===== src/rtl/mux4a2_l1.sv =====
// 4-to-2 lane folding mux: one 4-lane word goes out over two clk_2f cycles,
// lanes 0/1 first then lanes 2/3, with a one-word holding register and in_ready handshake.
module mux4a2_l1 #(
  parameter int unsigned BW = 8
) (
  input  logic          clk_2f,
  input  logic          reset_L,
  input  logic [BW-1:0] data_in0,
  input  logic [BW-1:0] data_in1,
  input  logic [BW-1:0] data_in2,
  input  logic [BW-1:0] data_in3,
  input  logic          valid_in0,
  input  logic          valid_in1,
  input  logic          valid_in2,
  input  logic          valid_in3,
  output logic          in_ready,
  output logic [BW-1:0] data_out0,
  output logic [BW-1:0] data_out1,
  output logic          valid_out0,
  output logic          valid_out1,
  output logic          out_phase,
  output logic          err_drop
);

  typedef enum logic [1:0] {StIdle, StLo, StHi} state_e;

  state_e        state;
  logic [BW-1:0] hold_d0, hold_d1, hold_d2, hold_d3;
  logic [3:0]    hold_v;
  logic          hold_full;
  logic [BW-1:0] work_d2, work_d3;
  logic          work_v2, work_v3;

  logic any_valid;
  logic load;
  logic accept;

  always_comb begin
    any_valid = valid_in0 | valid_in1 | valid_in2 | valid_in3;
    load      = hold_full & ((state == StIdle) | (state == StHi));
    in_ready  = ~hold_full | load;
    accept    = in_ready & any_valid;
  end

  always_ff @(posedge clk_2f or negedge reset_L) begin
    if (!reset_L) begin
      state      <= StIdle;
      hold_d0    <= '0;
      hold_d1    <= '0;
      hold_d2    <= '0;
      hold_d3    <= '0;
      hold_v     <= '0;
      hold_full  <= 1'b0;
      work_d2    <= '0;
      work_d3    <= '0;
      work_v2    <= 1'b0;
      work_v3    <= 1'b0;
      data_out0  <= '0;
      data_out1  <= '0;
      valid_out0 <= 1'b0;
      valid_out1 <= 1'b0;
      out_phase  <= 1'b0;
      err_drop   <= 1'b0;
    end else begin
      // Invalid lanes are zeroed on capture so they drive 0 in their slot.
      if (accept) begin
        hold_d0   <= data_in0 & {BW{valid_in0}};
        hold_d1   <= data_in1 & {BW{valid_in1}};
        hold_d2   <= data_in2 & {BW{valid_in2}};
        hold_d3   <= data_in3 & {BW{valid_in3}};
        hold_v    <= {valid_in3, valid_in2, valid_in1, valid_in0};
        hold_full <= 1'b1;
      end else if (load) begin
        hold_full <= 1'b0;
      end

      if (any_valid && !in_ready) begin
        err_drop <= 1'b1;
      end

      case (state)
        StIdle, StHi: begin
          out_phase <= 1'b0;
          if (load) begin
            data_out0  <= hold_d0;
            data_out1  <= hold_d1;
            valid_out0 <= hold_v[0];
            valid_out1 <= hold_v[1];
            work_d2    <= hold_d2;
            work_d3    <= hold_d3;
            work_v2    <= hold_v[2];
            work_v3    <= hold_v[3];
            state      <= StLo;
          end else begin
            data_out0  <= '0;
            data_out1  <= '0;
            valid_out0 <= 1'b0;
            valid_out1 <= 1'b0;
            state      <= StIdle;
          end
        end
        StLo: begin
          data_out0  <= work_d2;
          data_out1  <= work_d3;
          valid_out0 <= work_v2;
          valid_out1 <= work_v3;
          out_phase  <= 1'b1;
          state      <= StHi;
        end
        default: state <= StIdle;
      endcase
    end
  end

endmodule


===== config.mk =====
export PLATFORM = sky130hd
export DESIGN_NAME = mux4a2_l1
export DESIGN_NICKNAME = d
export VERILOG_FILES = /design/src/rtl/mux4a2_l1.sv
export SDC_FILE = /design/constraint.sdc
export NUM_CORES = 1
export LEC_CHECK = 0
export BUFFER_PORTS_ARGS = -buffer_cell sky130_fd_sc_hd__buf_2
export CAP_MARGIN = 20
export CORE_ASPECT_RATIO = 0.75
export CORE_MARGIN = 2
export CORE_UTILIZATION = 34
export DETAILED_ROUTE_END_ITERATION = 10
export PLACE_DENSITY_LB_ADDON = 0.15
export SETUP_SLACK_MARGIN = 0.2
export SLEW_MARGIN = 20
export SYNTH_ARGS = -nofsm -noshare
export SYNTH_HDL_FRONTEND = slang
export SYNTH_SLANG_ARGS = --single-unit

===== constraint.sdc =====
create_clock -name clk_2f -period 1.3 [get_ports clk_2f]
set_input_delay 0.195 -clock clk_2f [delete_from_list [all_inputs] [get_ports clk_2f]]
set_output_delay 0.195 -clock clk_2f [all_outputs]
set_load 0.05 [all_outputs]

==> metrics, run 1 <==
maximum vdd drop=0.000911 V; Worst Path Arrival=1.53 ns; first-pass GRT wire length=10.9 mm; area post-placement=3590 um^2; Final period util=102%; via count=1916; total gr overflow=0; sequential share of power=39.3%; crit path time final=1.32 ns; Clk Latency, worst-skew pair=0.33 ns; worst rel slew slack=75.4%; vias per inst=4.90; Fillers=772; failing checks=setup timing; sw power=2.16 mW; Detail Placement HPWL=4.37 mm; RSZ-0062 raised after global routing=true; Syn Std Cell Area=2990 um^2; Final WS setup=-0.0218 ns; biggest area consumer among synthesized cells=dfrtp_1; Yosys reg bits=77; source of the critical timing path=hold_full$_DFFE_PN0P_; # setup viols final=7; area delta synth->final=44.4%; highest-delay cell along the critical path=dfrtp_1; PortBufs=58; post-synthesis async set-or-reset flop share=100%; Synth top area share=64.4%; Fmax=0.757 GHz; kind of critical path=reg -> reg; Hold Path Class=in -> reg; WP buf/inv=1; fin area=4320 um^2; data required time of the worst path=1.51 ns; CP peak stage delay=0.42 ns; RD Place Congestion=0.708; slew at the pin with the worst max-slew slack=0.368 ns; Worst R2R Start=hold_full$_DFFE_PN0P_; clk sink count=77; TritonCTS clock tree=built; Primary FF master, synth=dfrtp_1; largest cells by area after synthesis=dfrtp_1 64%, a22o_1 15%, mux2_2 14%; Final Hold Fails=0; Syn Nets=234; fin nets=316; row count=29; most frequent cells in the layout=66 x dfrtp_1, 50 x a22o_1, 36 x buf_2; Tot GR Track Use=14.9%; Pint=5.60 mW; crit path cell chain=nor2b_4 > buf_12 > mux2_2; share of cells above drive strength 1=54.8%; Clk pwr share=35.2%; die area=9580 um^2; Die Ht=85.3 um; number of buffers created by CTS=9; IO Count=59; drt first pass iters=4; clock buffer depth=2; most common cell after layout, fill and taps aside=dfrtp_1; hold path start=data_in1[3]; CP endpoint kind=flip-flop; Static Leak=2.10 nW; Max Cap Violations=0; CP delay by family, top=flip-flops; largest net degree at the start of global routing=30; # diodes=0; Post-Syn Instances=196; Combinational Power Share=25.5%; number of synthesized flops with an enable pin=0; total chip power=7.76 mW; CORE AREA=8490 um^2; status=finished with violations; synthesized area per cell=15.3 um^2; root buffer cell=clkbuf_16; WL/cell=17.4 um; Crit Path Max Fanout=21; vias in the first global route=2028; DIE WIDTH=112 um; DRC=0; skew final=0.00494 ns; H-Tree Depth=3; initial antenna violation count=0; Ys Warns=0; synth unique cells=17; clk slew on worst S/H paths=0.06 ns; P per Cell Area=1800 nW/um^2; Starting Density=35.3%; Iteration-0 DRC Markers=75; Final ANT Viol Nets=0; CP Launch Type=flip-flop; register area share after synthesis=64.4%; max-slew violations=0; sw frac=27.9%; WL final=6.79 mm
-- cells in the mapped netlist (2+ instances only) --
cell type / count
a21o_1: 5
buf_2: 4
nor2b_1: 2
buf_6: 2
buf_8: 2
and2_0: 3
buf_4: 2
mux2_2: 36
a22o_1: 50
nand2_1: 2
clkbuf_1: 6
dfrtp_1: 77
-- layout make-up --
type	count	area, um^2	area share (%)
Inverter	1	3.75	0.0868
Tap cell	108	135	3.13
Clock inverter	6	93.8	2.17
Timing Repair Buffer	87	817	18.9
Multi-Input combinational cell	102	1090	25.3
Clock buffer	10	239	5.53
Sequential cell	77	1940	44.9
-- cells by family (layout without fill, tap and decap cells) --
group	Yosys count	after routing	share of synthesized area [%]
compound gates	57	57	16.4
mux	36	36	13.5
flops	77	77	64.4
buf+inv	17	104	3.80
simple gates	9	9	1.92
-- registers in the layout, summed over array words and instances, names as in the netlist --
name        flops
data_out0       8
err_drop        1
valid_out0      1
state           2
hold_v          4
valid_out1      1
work_d2         8
work_v2         1
work_v3         1
hold_d3         8
data_out1       8
hold_full       1
work_d3         8
hold_d0         8
hold_d2         8
out_phase       1
hold_d1         8
-- power groups by stage --
stage	combinational (mW)	clock (mW)	sequential, mW
finish	1.98	2.73	3.05
detailed placement	1.60	0	3.04
global route	2.09	2.91	3.09
floorplan	0.782	0	3.40
CTS	1.88	2.79	3.04
global placement	1.58	0	3.04
-- per-stage QoR --
stage | utilization (%) | setup TNS [ns] | hold slack, ns | std cells | setup slack, ns
6_report | 50.9 | -0.120 | 0.0781 | 391 | -0.0218
5_1_grt | 50.9 | -0.460 | 0.0720 | 391 | -0.0623
4_1_cts | 49.5 | -0.0500 | 0.0708 | 385 | -0.0207
3_5_place_dp | 42.2 | -0.180 | 0.138 | 365 | -0.0242
3_3_place_gp | 42.2 | -0.0407 | 0.137 | 365 | -0.00724
2_1_floorplan | - | 0 | -0.101 | 196 | 0.0214
-- repair_timing --
item,CTS,global route
pin swaps,3,0
setup endpoints to repair,93,92
gates resized for setup,72,17
cloned,1,2
setup buffers,2,4
hold buffers,1,0
endpoints found under the hold margin,23,0
-- per-layer routing --
metal / vias up / share of wire, % / track usage, % / routed length [um]
met5: - / 0 / 0 / 0
met4: 0 / 0.53 / 4.32 / 36
met3: 5 / 3.3 / 4.14 / 225
met2: 34 / 43 / 20.2 / 2900
met1: 975 / 53 / 23.0 / 3630
li1: 902 / - / - / -
-- worst paths after layout --
path / slack (ns) / depth (start not counted) / endpoint
hold reg to reg: 0.48 / 1 / hold_v[2]$_DFFE_PN0P_
min in group asynchronous: 0.33 / 2 / hold_d1[2]$_DFFE_PN0P_
setup reg to reg: -0.02 / 3 / work_d3[7]$_DFFE_PN0P_
hold / removal: 0.08 / 2 / hold_d1[3]$_DFFE_PN0P_
setup / recovery: -0.02 / 3 / work_d3[7]$_DFFE_PN0P_
max in group asynchronous: 0.48 / 3 / state[0]$_DFF_PN0_
Power figures use the tool's default switching activity.
==> inputs of run 2 (changes only) <==
--- a/config.mk
+++ b/config.mk
@@ -9,5 +9,5 @@
 export CAP_MARGIN = 20
 export CORE_ASPECT_RATIO = 0.75
-export CORE_MARGIN = 2
+export CORE_MARGIN = 4
 export CORE_UTILIZATION = 34
 export DETAILED_ROUTE_END_ITERATION = 10
==> constraint.sdc (replaced) <==
create_clock -name clk_2f -period 1.3 [get_ports clk_2f]
set_input_delay 0.195 -clock clk_2f [delete_from_list [all_inputs] [get_ports clk_2f]]
set_output_delay 0.195 -clock clk_2f [all_outputs]
set_load 0.005 [all_outputs]
==> metrics, run 2 (same netlist as run 1, synthesis figures left out) <==
RD Place Congestion=0.721 (+1.8%); kind of critical path=reg -> reg; fin nets=319 (+0.95%); Clk Latency, worst-skew pair=0.32 ns (about the same); slew at the pin with the worst max-slew slack=0.432 ns (+0.0640 ns); Final ANT Viol Nets=0 (unchanged); DRC=0 (unchanged); clk slew on worst S/H paths=0.06 ns (about the same); clock buffer depth=2 (unchanged); Final WS setup=-0.0315 ns (-0.00976 ns); Pint=5.01 mW (-11%); RSZ-0062 raised after global routing=true; CP endpoint kind=flip-flop; WL/cell=18.3 um (+5.7%); Tot GR Track Use=14.1% (-0.72 points); sequential share of power=44.9% (+5.6 points); CP Launch Type=flip-flop; H-Tree Depth=3 (unchanged); R2R Setup Slk=-0.03 ns (about the same); maximum vdd drop=0.000687 V (-25%); Final Hold Fails=0 (unchanged); crit path time final=1.33 ns (+0.00976 ns); failing checks=setup timing; first-pass GRT wire length=10.9 mm (-0.31%); number of buffers created by CTS=9 (unchanged); via count=1943 (+1.4%); die area=10400 um^2 (+8.4%); IO Count=59 (unchanged); row count=29 (unchanged); sw frac=25.3% (-2.6 points); vias in the first global route=2001 (-1.3%); TritonCTS clock tree=built; Die Ht=89.3 um (+4.7%); Crit Path Max Fanout=11 (-48%); Iteration-0 DRC Markers=76 (+1.3%); most common cell after layout, fill and taps aside=dfrtp_1; DIE WIDTH=116 um (+3.6%); Static Leak=2.09 nW (-0.75%); Worst Path Arrival=1.54 ns (about the same); total chip power=6.71 mW (-14%); clk sink count=77 (unchanged); area delta synth->final=38.4%; Fmax=0.751 GHz (-0.73%); Combinational Power Share=20.7% (-4.8 points); vias per inst=4.93 (+0.64%); Starting Density=35.1% (-0.15 points); CORE AREA=8530 um^2 (+0.43%); PortBufs=58 (unchanged); Hold Path Class=in -> reg; total gr overflow=0 (unchanged); share of cells above drive strength 1=51.4% (-3.4 points); Final period util=102% (+0.75 points); Detail Placement HPWL=4.44 mm (+1.6%); largest net degree at the start of global routing=78 (+160%); drt first pass iters=4 (unchanged); sw power=1.70 mW (-22%); post-route setup TNS=-0.413 ns (-0.293 ns); P per Cell Area=1620 nW/um^2 (-9.8%); Clk pwr share=34.4% (-0.8 points); Max Cap Violations=0 (unchanged); WL final=7.23 mm (+6.5%); # diodes=0 (unchanged); status=finished with violations; skew final=0.00542 ns (+0.000480 ns); initial antenna violation count=0 (unchanged); max-slew violations=0 (unchanged); root buffer cell=clkbuf_16; most frequent cells in the layout=75 x dfrtp_1, 57 x buf_2, 50 x a22o_1; data required time of the worst path=1.50 ns (about the same); # setup viols final=33 (+26); worst rel slew slack=71.2% (-4.3 points)
-- run 2: changes by cell type in the layout (fill, tap and decap cells not counted), sizes merged --
| cell | previous run | this run |
|---|---|---|
| clkbuf | 12 | 13 |
| clkinvlp | 1 | 0 |
| bufinv | 2 | 0 |
| clkinv | 1 | 5 |
| inv | 3 | 2 |
| buf | 84 | 86 |
-- run 2: area by class of cell --
class	count	area [um^2]
Inverter	1	3.75
Clock buffer	10	239
Fill cell	757	4380
Clock inverter	6	37.5
Multi-Input combinational cell	102	1110
Tap cell	108	135
Sequential cell	77	1930
Timing Repair Buffer	90	692
-- run 2: path summary, 6_finish.rpt --
check	startpoint	end	depth (start not counted)
min in group asynchronous	reset_L	hold_d2[2]$_DFFE_PN0P_	3
setup / recovery	state[0]$_DFF_PN0_	work_d2[5]$_DFFE_PN0P_	3
max in group asynchronous	reset_L	state[0]$_DFF_PN0_	3
hold / removal	data_in1[7]	hold_d1[7]$_DFFE_PN0P_	2
hold reg to reg	err_drop$_DFFE_PN0P_	err_drop$_DFFE_PN0P_	1
setup reg to reg	state[0]$_DFF_PN0_	work_d2[5]$_DFFE_PN0P_	3
-- run 2: repair_timing --
item | CTS | global route
hold buffers | 1 | 0
gates cloned | 2 | 4
endpoints found under the hold margin | 77 | 0
pin swaps | 9 | 4
setup endpoints to repair | 73 | 73
resized for setup | 39 | 3
buffers inserted | 2 | 6
-- run 2: critical path, cell delays in order (launching register included) --
cell     delay [ns]
dfrtp_2        0.44
nor2b_4        0.25
buf_12         0.20
mux2_4         0.31
-- run 2: power by group through the flow --
| stage | Clock [mW] | Combinational (mW) | Sequential (mW) |
|---|---|---|---|
| CTS | 2.35 | 1.31 | 3.01 |
| global route | 2.45 | 1.51 | 3.06 |
| floorplan | 0 | 0.751 | 2.97 |
| detailed placement | 0 | 1.15 | 3.04 |
| finish | 2.31 | 1.39 | 3.01 |
| global placement | 0 | 1.13 | 3.04 |
-- run 2: layer usage --
layer	global-route usage (%)	wire, um
met5	0	0
met4	5.37	64
met3	3.59	229
met2	19.3	3060
met1	21.5	3870
-- run 2: metrics by stage --
| stage | instances | instance area [um^2] | hold WS, ns | setup slack [ns] | utilization [%] |
|---|---|---|---|---|---|
| floorplan | 196 | 3050 | -0.101 | 0.0548 | - |
| global placement | 363 | 3550 | 0.256 | -0.0263 | 41.6 |
| detailed placement | 363 | 3550 | 0.247 | -0.0415 | 41.6 |
| CTS | 384 | 4020 | 0.0703 | -0.0163 | 47.2 |
| global route | 394 | 4140 | 0.0773 | -0.0607 | 48.6 |
| finish | 394 | 4140 | 0.0818 | -0.0315 | 48.6 |
